$ cat config.mk
export PLATFORM = sky130hd
export DESIGN_NAME = mux_8_to_1_flat
export DESIGN_NICKNAME = d
export VERILOG_FILES = /design/src/rtl/mux_8_to_1_if.sv /design/src/rtl/mux_8_to_1.sv /design/src/flat_wrapper.sv
export SDC_FILE = /design/constraint.sdc
export NUM_CORES = 1
export LEC_CHECK = 0
export CAP_MARGIN = 0
export CELL_PAD_IN_SITES_DETAIL_PLACEMENT = 1
export CELL_PAD_IN_SITES_GLOBAL_PLACEMENT = 1
export CORE_ASPECT_RATIO = 1.75
export CORE_MARGIN = 4
export CORE_UTILIZATION = 18
export DETAILED_ROUTE_END_ITERATION = 8
export GPL_TIMING_DRIVEN = 0
export PLACE_DENSITY = 0.82
export SETUP_SLACK_MARGIN = 0.5
export SLEW_MARGIN = 20
export SYNTH_ARGS = -nofsm -noshare
export SYNTH_HDL_FRONTEND = slang
export SYNTH_SLANG_ARGS = --single-unit
$ cat constraint.sdc
create_clock -name clk -period 0.86 [get_ports clk]
set_clock_uncertainty 0.1 [all_clocks]
set_input_delay 0.129 -clock clk [delete_from_list [all_inputs] [get_ports clk]]
set_output_delay 0.129 -clock clk [all_outputs]
set_load 0.03 [all_outputs]
$ cat src/rtl/mux_8_to_1_if.sv
// mux_8_to_1 bus: eight source words, select/enable and registered result.
// Bit 0 is the MSB of every vector.
interface mux_8_to_1_if #(
  parameter int WIDTH = 32
);
  logic [0:WIDTH-1] a0;
  logic [0:WIDTH-1] a1;
  logic [0:WIDTH-1] a2;
  logic [0:WIDTH-1] a3;
  logic [0:WIDTH-1] a4;
  logic [0:WIDTH-1] a5;
  logic [0:WIDTH-1] a6;
  logic [0:WIDTH-1] a7;
  logic [0:2]       sel;
  logic             enb;
  logic [0:WIDTH-1] y;

  modport master (
    output a0, a1, a2, a3,
    output a4, a5, a6, a7,
    output sel, enb,
    input  y
  );

  modport slave (
    input  a0, a1, a2, a3,
    input  a4, a5, a6, a7,
    input  sel, enb,
    output y
  );
endinterface

$ cat src/rtl/mux_8_to_1.sv
// Registered 8:1 word selector with output enable, async active-high reset.
// MUX_8_1_HOLD_EN: enb=0 holds y instead of clearing it.
module mux_8_to_1 #(
  parameter int WIDTH = 32
) (
  input logic          clk,
  input logic          rst,
  mux_8_to_1_if.slave  bus
);

  logic [0:WIDTH-1] sel_word;
  logic [0:WIDTH-1] y_q;
  logic [0:WIDTH-1] y_off;

  always_comb begin
    sel_word = '0;
    case (bus.sel)
      3'd0:    sel_word = bus.a0;
      3'd1:    sel_word = bus.a1;
      3'd2:    sel_word = bus.a2;
      3'd3:    sel_word = bus.a3;
      3'd4:    sel_word = bus.a4;
      3'd5:    sel_word = bus.a5;
      3'd6:    sel_word = bus.a6;
      3'd7:    sel_word = bus.a7;
      default: sel_word = 'x;
    endcase
  end

`ifdef MUX_8_1_HOLD_EN
  assign y_off = y_q;
`else
  assign y_off = '0;
`endif

  always_ff @(posedge clk or posedge rst) begin
    if (rst) begin
      y_q <= '0;
    end else if (bus.enb) begin
      y_q <= sel_word;
    end else begin
      y_q <= y_off;
    end
  end

  assign bus.y = y_q;

endmodule

$ cat src/flat_wrapper.sv
// flat-port wrapper written by rule: the top's interface ports become plain ports
module mux_8_to_1_flat 
#(
  parameter int WIDTH = 32
)
  (clk, rst, bus_a0, bus_a1, bus_a2, bus_a3, bus_a4, bus_a5, bus_a6, bus_a7, bus_sel, bus_enb, bus_y);
  mux_8_to_1_if #(.WIDTH(WIDTH)) bus_i ();
  input logic clk;
  input logic rst;
  input wire logic [$bits(bus_i.a0)-1:0] bus_a0;
  input wire logic [$bits(bus_i.a1)-1:0] bus_a1;
  input wire logic [$bits(bus_i.a2)-1:0] bus_a2;
  input wire logic [$bits(bus_i.a3)-1:0] bus_a3;
  input wire logic [$bits(bus_i.a4)-1:0] bus_a4;
  input wire logic [$bits(bus_i.a5)-1:0] bus_a5;
  input wire logic [$bits(bus_i.a6)-1:0] bus_a6;
  input wire logic [$bits(bus_i.a7)-1:0] bus_a7;
  input wire logic [$bits(bus_i.sel)-1:0] bus_sel;
  input wire logic [$bits(bus_i.enb)-1:0] bus_enb;
  output wire logic [$bits(bus_i.y)-1:0] bus_y;
  assign bus_i.a0 = bus_a0;
  assign bus_i.a1 = bus_a1;
  assign bus_i.a2 = bus_a2;
  assign bus_i.a3 = bus_a3;
  assign bus_i.a4 = bus_a4;
  assign bus_i.a5 = bus_a5;
  assign bus_i.a6 = bus_a6;
  assign bus_i.a7 = bus_a7;
  assign bus_i.sel = bus_sel;
  assign bus_i.enb = bus_enb;
  assign bus_y = bus_i.y;
  mux_8_to_1 #(.WIDTH(WIDTH)) u_core (.clk(clk), .rst(rst), .bus(bus_i));
endmodule
### After elaboration in Yosys (flattened, before gate mapping)

Index checks and enable logic that the tools add are counted.

* bits in registers: 32
* bits in latches: 0
* bits in writable memories: 0
* ROM bits: 0
* input bits: 262
* output and inout bits: 32
* logic and storage cells: 11
* memories kept: 0

* $add $sub $neg: 0
* multiply operators: 0
* divide/modulo/power cells: 0
* magnitude comparators: 0
* equality and inequality tests: 7
* shift operators: 0
* mux-type cells: 2
* bitwise gates (word level): 0
* reductions and logical operators: 1

Operators with widths (count)
* $pmux W32 S8: 1
* $mux W32: 1
* $eq A3 B3 Y1 const B: 4
* $eq A3 B2 Y1 const B: 2
* $eq A3 B1 Y1 const B: 1
* $logic_not A3 Y1: 1

### Longest topological paths before layout

Gate-level depths: netlist of the first run.

* depth after elaboration: 3
* depth in mapped cells: 7
* mapped depth without buffers: 4

### Worst setup path before layout of the first run

No wires, ideal clock.

* path kind: in2reg
* from: input bus_sel[2]
* to: register u_core.y_q (netlist bit u_core.bus.y[1])
* setup time: 0.142 ns
* data arrival time: 1.053 ns
* data required time: 0.618 ns
* slack: -0.436 ns
* stages on the path: 6
* path buffers: 3
* cells stage by stage: buf_6 -> and2b_1 -> buf_6 -> buf_6 -> a221oi_1 -> o32ai_1

* word-level cells in the longest chain between the ends: 3
* elaborated cells on any way between the ends: 10
* those cells by class: eq/ne (7); mux (2); reduce/logical (1)

Ends and longest elaborated chain
* start, declared: line flat_wrapper.sv:18 `input wire logic [$bits(bus_i.sel)-1:0] bus_sel;`
* $eq A3 B3 Y1, or another cell as far along: line mux_8_to_1.sv:17 `case (bus.sel)`
* $pmux W32 S8 (*): line mux_8_to_1.sv:17
* $mux W32 (*): line mux_8_to_1.sv:39 `end else if (bus.enb) begin`
* end signal, assigned: line mux_8_to_1.sv:40 `y_q <= sel_word;`
* end signal, assigned: line mux_8_to_1.sv:42 `y_q <= y_off;`
* end, declared: line mux_8_to_1.sv:12 `logic [0:WIDTH-1] y_q;`

Mark *: on every way between the ends. The rest lies on a longest branch, timed or not.

### Final worst setup path of the first run

* from: input bus_sel[1]
* to: register u_core.y_q (netlist bit u_core.bus.y[5])

The elaborated chain is that of the path after synthesis.

==> results of run 1 <==
-- critical path: cells and delay by family --
kind	cells	cell delay, ns
compound gates	2	0.41
simple gates	1	0.30
buf+inv	3	0.40
-- synthesized netlist by cell type (all sizes together), types with 2 or more instances --
cell type,instances,area [um^2]
a221oi,32,292.8
a22oi,29,217.7
nand2,2,10.01
clkbuf,14,52.55
nand3,3,15.01
mux2i,35,350.3
o21ai,35,175.2
buf,27,196.4
inv,2,7.510
and2,2,12.51
o32ai,29,254.0
nor2,33,126.4
a2bb2oi,29,316.5
a211oi,3,22.52
nor3b,3,22.52
dfrtp,32,800.8
-- cell type report --
type                       count  area share, %
clock inverter                 1         0.3796
timing repair inverter         1        0.09491
buffer                        41          7.086
multi-input combinational    238          33.87
tap                          189          2.990
antenna                        1        0.03164
inverter                       2         0.1898
timing repair buffer         321          42.90
clock buffer                   7          1.930
sequential                    32          10.53
-- layer usage --
layer | part of all wire, % | GRT usage [%] | vias to the layer above | wire length [um]
met2 | 56 | 44.46 | 232 | 12360
li1 | - | - | 1955 | -
met3 | 5.7 | 5.075 | 49 | 1270
met4 | 4.4 | 11.43 | 0 | 971
met5 | 0 | 0 | - | 0
met1 | 34 | 23.11 | 2146 | 7620
-- cell families after synthesis --
logic type	after synthesis	synth area share [%]
compound gates	157	44.17
simple gates	46	7.217
buf+inv	43	8.859
mux	35	12.10
flops	32	27.66
-- what timing repair did --
item / 4_1_cts / 5_1_grt
hold endpoints to repair: 32 / 32
buffers inserted: 13 / 5
gates cloned: 13 / 0
resized for setup: 472 / 73
pin swaps: 74 / 45
endpoints found under the setup margin: 96 / 64
-- report_power, final --
| group | leakage (nW) | internal (mW) | switching [mW] |
|---|---|---|---|
| registers | 0.374 | 1.66 | 0.0723 |
| logic | 2.62 | 2.33 | 1.73 |
| clock network | 0.0901 | 1.53 | 0.740 |
-- final timing paths --
path                       startpoint                to  slack [ns]
worst max-delay path       bus_sel[1]   u_core.bus.y[5]       -0.32
worst min-delay path              rst   u_core.bus.y[1]       -0.06
max in group asynchronous         rst  u_core.bus.y[12]        0.58
min in group clk           bus_sel[0]  u_core.bus.y[26]        0.22
==> run_results.csv, run 1 <==
group,metric,value,unit
run_status,outcome,"finished, violations left",
run_status,violations,"hold timing, setup timing",
synth,yosysUniqueCellTypes,26,
clocking,clk_pin_slew,0.06,ns
detailed_routing,drc,0,
critical_path,critPathArrivalTime,1.24,ns
floorplanning,chipHeight,175.8,um
clocking,clock-sinks,32,
timing,slew_violations,0,
finish,multi_input_area,2679,um^2
floorplanning,ios,294,
place,port_buffers,291,
floorplanning,core_area,15880,um^2
detailed_routing,wl,22220,um
place,dpl_cell_area,6166,um^2
synth,syn_nets,575,
floorplanning,die-area,18260,um^2
floorplanning,start_util,18.24,%
timing,hold_viol_final,32,
critical_path,crit_path_start_kind,"primary input",
detailed_routing,ant_nets,0,
floorplanning,std_cell_rows,61,
synth,ys_warn_count,0,
finish,seq_area,833.3,um^2
timing,rsz0062_at_grt,"yes",
timing,min_period,1.177,ns
global_routing,grt_start_max_net_pins,13,
clocking,h-tree-depth,2,
pwr,power_per_cell_area,1020,nW/um^2
timing,period_share,136.8,%
critical_path,critPathKind,"primary input to flip-flop",
detailed_routing,drt_iter0_drc,149,
synth,ys.flop_type,"dfrtp_1",
synth,async_flop_share,100.0,%
detailed_routing,wire_per_inst,26.67,um
critical_path,crit_path_max_incr_delay,0.34,ns
detailed_routing,dr.pass1.iters,4,
critical_path,path_max_fanout,6,
global_routing,grt_pass1_vias,5062,
critical_path,worstSetupEndpointType,"flip-flop",
critical_path,cp_common_cell,"buf_12",
timing,slew_headroom,77.17,%
min_path,min_path_type,"primary input to asynchronous set/reset pin",
clocking,clock_path_buffers,2,
timing,tightest_slew,0.3425,ns
place,gp_congestion,0.8206,
global_routing,grt.total_usage,23.12,%
place,dp.final_hpwl,15990,um
pwr,leakagePower,3.082,nW
synth,synth_area,2895,um^2
global_routing,grt_antenna_before_repair,1,
floorplanning,chipWidth,103.9,um
finish,area_growth,173.2,%
critical_path,cp_cell_sequence,"buf_8 -> and2b_4 -> buf_12 -> buf_12 -> a221oi_2 -> o32ai_1",
timing,finalSetupViolCount,64,
detailed_routing,vias,4382,
global_routing,grt.overflow.total,0,
finish,num-nets-final,904,
synth,synth_seq_cells,32,
timing,hold_slack,-0.05953,ns
finish,fillers,1676,
finish,layout-drive-gt1-share,42.30,%
finish,layout_common_cells,"clkdlybuf4s50_1 (208), buf_6 (48), dlygate4sd2_1 (43)",
clocking,cts_tree,"built",
clocking,numCtsBuffers,5,
synth,seq_area_frac_synth,27.66,%
critical_path,cp.required,0.93,ns
place,dp_slack,-1.384,ns
timing,finalWorstSetupSlack,-0.3167,ns
pwr,finalPower,8.065,mW
place,dp.cells,793,
timing,fmax,0.8499,GHz
critical_path,cp_slowest_cell,"o32ai_1",
finish,final_common_cell,"clkdlybuf4s50_1",
finish,final_cells,833,
global_routing,grt_pass1_wl,32020,um
finish,design_area,7910,um^2
synth,synth_cells,313,
detailed_routing,post_drt_via_cell_ratio,5.261,
synth,avgSynthCellArea,9.250,um^2
finish,final_util,49.83,%
synth,synth_edf_count,0,
timing,finalSetupTns,-12.27,ns
flow_run,timing.max_cap.violations,0,
finish,largest_reg_flops,32,
pwr,vdd_drop_max,0.0008677,V
clocking,cts-root-buf,"clkbuf_16",
No activity file was read; power rests on OpenSTA's default activity.
==> run 2: changes to the inputs <==
--- a/config.mk
+++ b/config.mk
@@ -13,7 +13,7 @@
 export CORE_UTILIZATION = 18
 export DETAILED_ROUTE_END_ITERATION = 8
 export GPL_TIMING_DRIVEN = 0
-export PLACE_DENSITY = 0.82
+export PLACE_DENSITY = 0.78
 export SETUP_SLACK_MARGIN = 0.5
 export SLEW_MARGIN = 20
 export SYNTH_ARGS = -nofsm -noshare
==> run 2 against run 1 <==
  * The run still ends with hold timing, setup timing left
  * Critical path depth is 1 higher
  * Sequential cell count did not move
  * Utilization grew 0.24 points
  * Sequential share of layout area fell by 0.051 points
  * Clock power decreased by 6%
==> run_results.csv, run 2 (synthesis results as in run 1) <==
group,metric,value,unit
detailed_routing,wl,22230,um
clocking,h-tree-depth,2,
finish,final_cells,837,
finish,seq_area,833.3,um^2
critical_path,critPathKind,"primary input to flip-flop",
detailed_routing,drc,0,
clocking,numCtsBuffers,5,
global_routing,grt_start_max_net_pins,17,
critical_path,path_max_fanout,6,
finish,fillers,1694,
detailed_routing,vias,4346,
critical_path,cp.required,0.91,ns
critical_path,crit_path_max_incr_delay,0.27,ns
timing,fmax,0.8639,GHz
detailed_routing,drt_iter0_drc,110,
place,dp.final_hpwl,16160,um
clocking,clock-sinks,32,
finish,layout_common_cells,"clkdlybuf4s50_1 (222), buf_6 (46), mux2i_1 (30)",
timing,slew_headroom,77.20,%
timing,finalWorstSetupSlack,-0.2975,ns
global_routing,grt.total_usage,22.36,%
global_routing,grt_pass1_vias,4945,
run_status,outcome,"finished, violations left",
critical_path,cp_cell_sequence,"buf_8 -> buf_6 -> and2_4 -> buf_8 -> buf_12 -> a22oi_1 -> o32ai_2",
critical_path,cp_common_cell,"buf_8",
flow_run,timing.max_cap.violations,0,
finish,layout-drive-gt1-share,42.50,%
floorplanning,start_util,18.24,%
clocking,clk_pin_slew,0.06,ns
detailed_routing,ant_nets,0,
finish,final_common_cell,"clkdlybuf4s50_1",
place,port_buffers,291,
timing,slew_violations,0,
pwr,vdd_drop_max,0.0007930,V
critical_path,cp_slowest_cell,"a22oi_1",
pwr,power_per_cell_area,999.8,nW/um^2
clocking,clock_path_buffers,2,
critical_path,crit_path_start_kind,"primary input",
timing,hold_viol_final,32,
floorplanning,chipHeight,175.8,um
finish,area_growth,174.5,%
pwr,leakagePower,3.103,nW
floorplanning,chipWidth,103.9,um
timing,tightest_slew,0.3420,ns
detailed_routing,post_drt_via_cell_ratio,5.192,
global_routing,grt_antenna_before_repair,1,
timing,rsz0062_at_grt,"yes",
timing,finalSetupTns,-13.07,ns
critical_path,worstSetupEndpointType,"flip-flop",
global_routing,grt.overflow.total,0,
run_status,violations,"hold timing, setup timing",
floorplanning,ios,294,
clocking,cts-root-buf,"clkbuf_16",
floorplanning,std_cell_rows,61,
clocking,cts_tree,"built",
critical_path,critPathArrivalTime,1.21,ns
finish,multi_input_area,2679,um^2
place,gp_congestion,0.8931,
timing,period_share,134.6,%
detailed_routing,dr.pass1.iters,4,
finish,num-nets-final,908,
floorplanning,die-area,18260,um^2
timing,finalSetupViolCount,64,
min_path,min_path_type,"primary input to asynchronous set/reset pin",
floorplanning,core_area,15880,um^2
timing,min_period,1.157,ns
detailed_routing,wire_per_inst,26.56,um
timing,hold_slack,-0.1910,ns
place,dp.cells,793,
global_routing,grt_pass1_wl,31060,um
finish,largest_reg_flops,32,
run 2: cell types whose count changed in the layout (fill, tap and decap cells not counted), moves of 5 or more:
cell	previous run	this run
dlygate4sd2_1	43	26
clkdlybuf4s50_1	208	222
buf_8	5	11
buf_12	18	13
mux2i_1	25	30
mux2i_4	5	0
o21ai_0	7	2
o21ai_2	15	20
run 2: area by class of cell:
| type | count | area share, % |
|---|---|---|
| multi-input combinational | 238 | 33.70 |
| inverter | 2 | 0.1889 |
| sequential | 32 | 10.48 |
| timing repair inverter | 1 | 0.09444 |
| antenna | 1 | 0.03148 |
| buffer | 41 | 6.973 |
| timing repair buffer | 325 | 43.49 |
| tap | 189 | 2.975 |
| clock buffer | 6 | 1.621 |
| clock inverter | 2 | 0.4407 |
run 2: critical path: cells and delay by family:
kind                   cells  cell delay [ns]
buffers and inverters      4             0.49
AO/OA/AOI/OAI              2             0.40
AND/OR/NAND/NOR            1             0.17
run 2: worst paths after layout:
| check | from | end | slack [ns] | depth (start not counted) |
|---|---|---|---|---|
| max | bus_sel[1] | u_core.bus.y[23] | -0.30 | 7 |
| min | rst | u_core.bus.y[13] | -0.19 | 3 |
| max in group asynchronous | rst | u_core.bus.y[3] | 0.66 | 3 |
| min in group clk | bus_sel[0] | u_core.bus.y[15] | 0.23 | 4 |
run 2: metrics by stage:
stage               area, um^2  util [%]  hold WS [ns]  setup slack [ns]  power [mW]
finish                    7949     50.07       -0.1910           -0.2975       7.947
CTS                       7443     46.89      -0.02868           -0.2689       7.644
detailed placement        6166     38.84        0.5785            -1.329       4.847
floorplan                 3017         -      -0.04353           -0.3780       2.972
global route              7949     50.07       -0.1886           -0.3249       8.228
global placement          6166     38.84        0.5632            -1.248       4.779
run 2: power breakdown:
part	total, mW	internal [mW]	switching [mW]
Sequential	1.74	1.66	0.0733
Combinational	4.08	2.34	1.74
Clock	2.13	1.37	0.766
run 2: metal layers:
layer	global-route usage (%)	routed length, um	vias up
met5	0	0	-
met4	7.987	807	0
met3	4.156	1268	45
met2	44.52	12580	215
met1	22.78	7570	2128
li1	-	-	1958
run 2: repair_timing:
item / in CTS / in global routing
buffers inserted: 16 / 7
endpoints found under the hold margin: 32 / 32
pin swaps: 79 / 35
endpoints found under the setup margin: 96 / 67
gates resized for setup: 449 / 76
gates cloned: 9 / 3
==> run 3: changes to the inputs <==
--- a/config.mk
+++ b/config.mk
@@ -14,6 +14,7 @@
 export DETAILED_ROUTE_END_ITERATION = 8
 export GPL_TIMING_DRIVEN = 0
 export PLACE_DENSITY = 0.78
+export RECOVER_POWER = 50
 export SETUP_SLACK_MARGIN = 0.5
 export SLEW_MARGIN = 20
 export SYNTH_ARGS = -nofsm -noshare
==> run 3 against run 2 <==
  * The run still ends with hold timing, setup timing left
  * Combinational power is essentially flat
  * Worst hold slack gained 0.059 ns
  * Fmax is essentially flat
  * Global-route usage is the same
  * Sequential power is essentially flat
  * Utilization shrank 0.23 points
  * Total power is essentially flat
  * Critical path depth is the same
  * Cell area shrank 0.46%
  * Cell count is the same
  * Setup slack lost 0.00055 ns
  * Critical endpoint unchanged
==> run_results.csv, run 3 (synthesis results as in run 1) <==
group,metric,value,unit
pwr,finalPower,7.940,mW
pwr,leakagePower,3.084,nW
clocking,clk_pin_slew,0.06,ns
floorplanning,ios,294,
pwr,power_per_cell_area,1003,nW/um^2
timing,hold_slack,-0.1320,ns
finish,largest_reg_flops,32,
place,gp_congestion,0.8931,
finish,final_util,49.84,%
flow_run,timing.max_cap.violations,0,
detailed_routing,drc,0,
critical_path,critPathArrivalTime,1.21,ns
finish,final_common_cell,"clkdlybuf4s50_1",
critical_path,path_buf_inv,4,
finish,layout-drive-gt1-share,42.04,%
place,dpl_cell_area,6166,um^2
min_path,min_path_type,"primary input to asynchronous set/reset pin",
timing,tightest_slew,0.5385,ns
critical_path,cp_cell_sequence,"buf_8 -> buf_6 -> and2_4 -> buf_8 -> buf_12 -> a22oi_1 -> o32ai_2",
place,dp_slack,-1.329,ns
critical_path,cp_slowest_cell,"a22oi_1",
detailed_routing,post_drt_via_cell_ratio,5.180,
timing,period_share,134.7,%
detailed_routing,wl,22220,um
critical_path,crit_family,"buffers and inverters",
clocking,numCtsBuffers,5,
timing,slew_violations,0,
detailed_routing,drt_iter0_drc,102,
clocking,clock-sinks,32,
finish,area_growth,173.3,%
finish,layout_common_cells,"clkdlybuf4s50_1 (222), buf_6 (46), mux2i_1 (30)",
clocking,clock_path_buffers,2,
detailed_routing,vias,4336,
global_routing,grt.total_usage,22.36,%
critical_path,crit_path_max_incr_delay,0.27,ns
global_routing,grt_pass1_vias,4945,
clocking,cts_tree,"built",
global_routing,grt_pass1_wl,31060,um
timing,min_period,1.158,ns
floorplanning,core_area,15880,um^2
timing,rsz0062_at_grt,"yes",
finish,final_cells,837,
critical_path,crit_path_start_kind,"primary input",
critical_path,critPathKind,"primary input to flip-flop",
timing,slew_headroom,64.10,%
clocking,cts-root-buf,"clkbuf_16",
place,dp.final_hpwl,16160,um
finish,num-nets-final,908,
global_routing,grt.overflow.total,0,
floorplanning,std_cell_rows,61,
global_routing,grt_antenna_before_repair,1,
global_routing,grt_start_max_net_pins,17,
place,dp.cells,793,
timing,hold_viol_final,32,
timing,finalWorstSetupSlack,-0.2980,ns
clocking,h-tree-depth,2,
critical_path,cp.required,0.91,ns
timing,fmax,0.8635,GHz
place,port_buffers,291,
detailed_routing,dr.pass1.iters,4,
detailed_routing,ant_nets,0,
floorplanning,chipWidth,103.9,um
floorplanning,die-area,18260,um^2
critical_path,cp_common_cell,"buf_8",
pwr,vdd_drop_max,0.0008153,V
floorplanning,chipHeight,175.8,um
timing,finalSetupTns,-13.09,ns
run_status,violations,"hold timing, setup timing",
floorplanning,start_util,18.24,%
detailed_routing,wire_per_inst,26.54,um
finish,design_area,7913,um^2
critical_path,path_max_fanout,6,
run_status,outcome,"finished, violations left",
timing,finalSetupViolCount,64,
critical_path,worstSetupEndpointType,"flip-flop",
==> run 3: worst paths after layout <==
| check | startpoint | to | cells past startpoint |
|---|---|---|---|
| min in group clk | bus_sel[0] | u_core.bus.y[15] | 4 |
| worst max-delay path | bus_sel[1] | u_core.bus.y[23] | 7 |
| worst min-delay path | rst | u_core.bus.y[27] | 3 |
| max in group asynchronous | rst | u_core.bus.y[21] | 3 |
==> run 3: repair_timing <==
item	in CTS	in global routing
pin swaps	79	35
resized for setup	449	76
setup buffers	16	7
endpoints found under the setup margin	96	67
gates cloned	9	3
hold endpoints to repair	32	32
==> run 3: worst min-delay path: cells and delay by family <==
kind     cells  cell delay [ns]
buf+inv      3             0.44
==> run 3: power breakdown <==
| part | total [mW] | switching, mW | internal [mW] | leakage [nW] |
|---|---|---|---|---|
| combinational | 4.06 | 1.73 | 2.33 | 2.63 |
| sequential | 1.74 | 0.0733 | 1.66 | 0.374 |
| clock | 2.15 | 0.780 | 1.37 | 0.0808 |
==> run 3: routing by layer <==
metal | vias to the layer above | wire [um] | global-route usage [%]
met5 | - | 0 | 0
met4 | 0 | 806 | 7.987
met3 | 43 | 1193 | 4.156
met2 | 195 | 12570 | 44.52
met1 | 2138 | 7644 | 22.78
li1 | 1960 | - | -
==> run 3: cell type report <==
cell class                      instances  area [um^2]
Timing Repair inverter                  1        5.005
Sequential cell                        32        833.3
Tap cell                              189        236.5
Clock buffer                            6        128.9
Clock inverter                          2        35.03
Fill cell                            1701         7963
Timing Repair Buffer                  325         3423
Buffer                                 41        554.3
Inverter                                2        15.01
Antenna cell                            1        2.502
Multi-Input combinational cell        238         2679
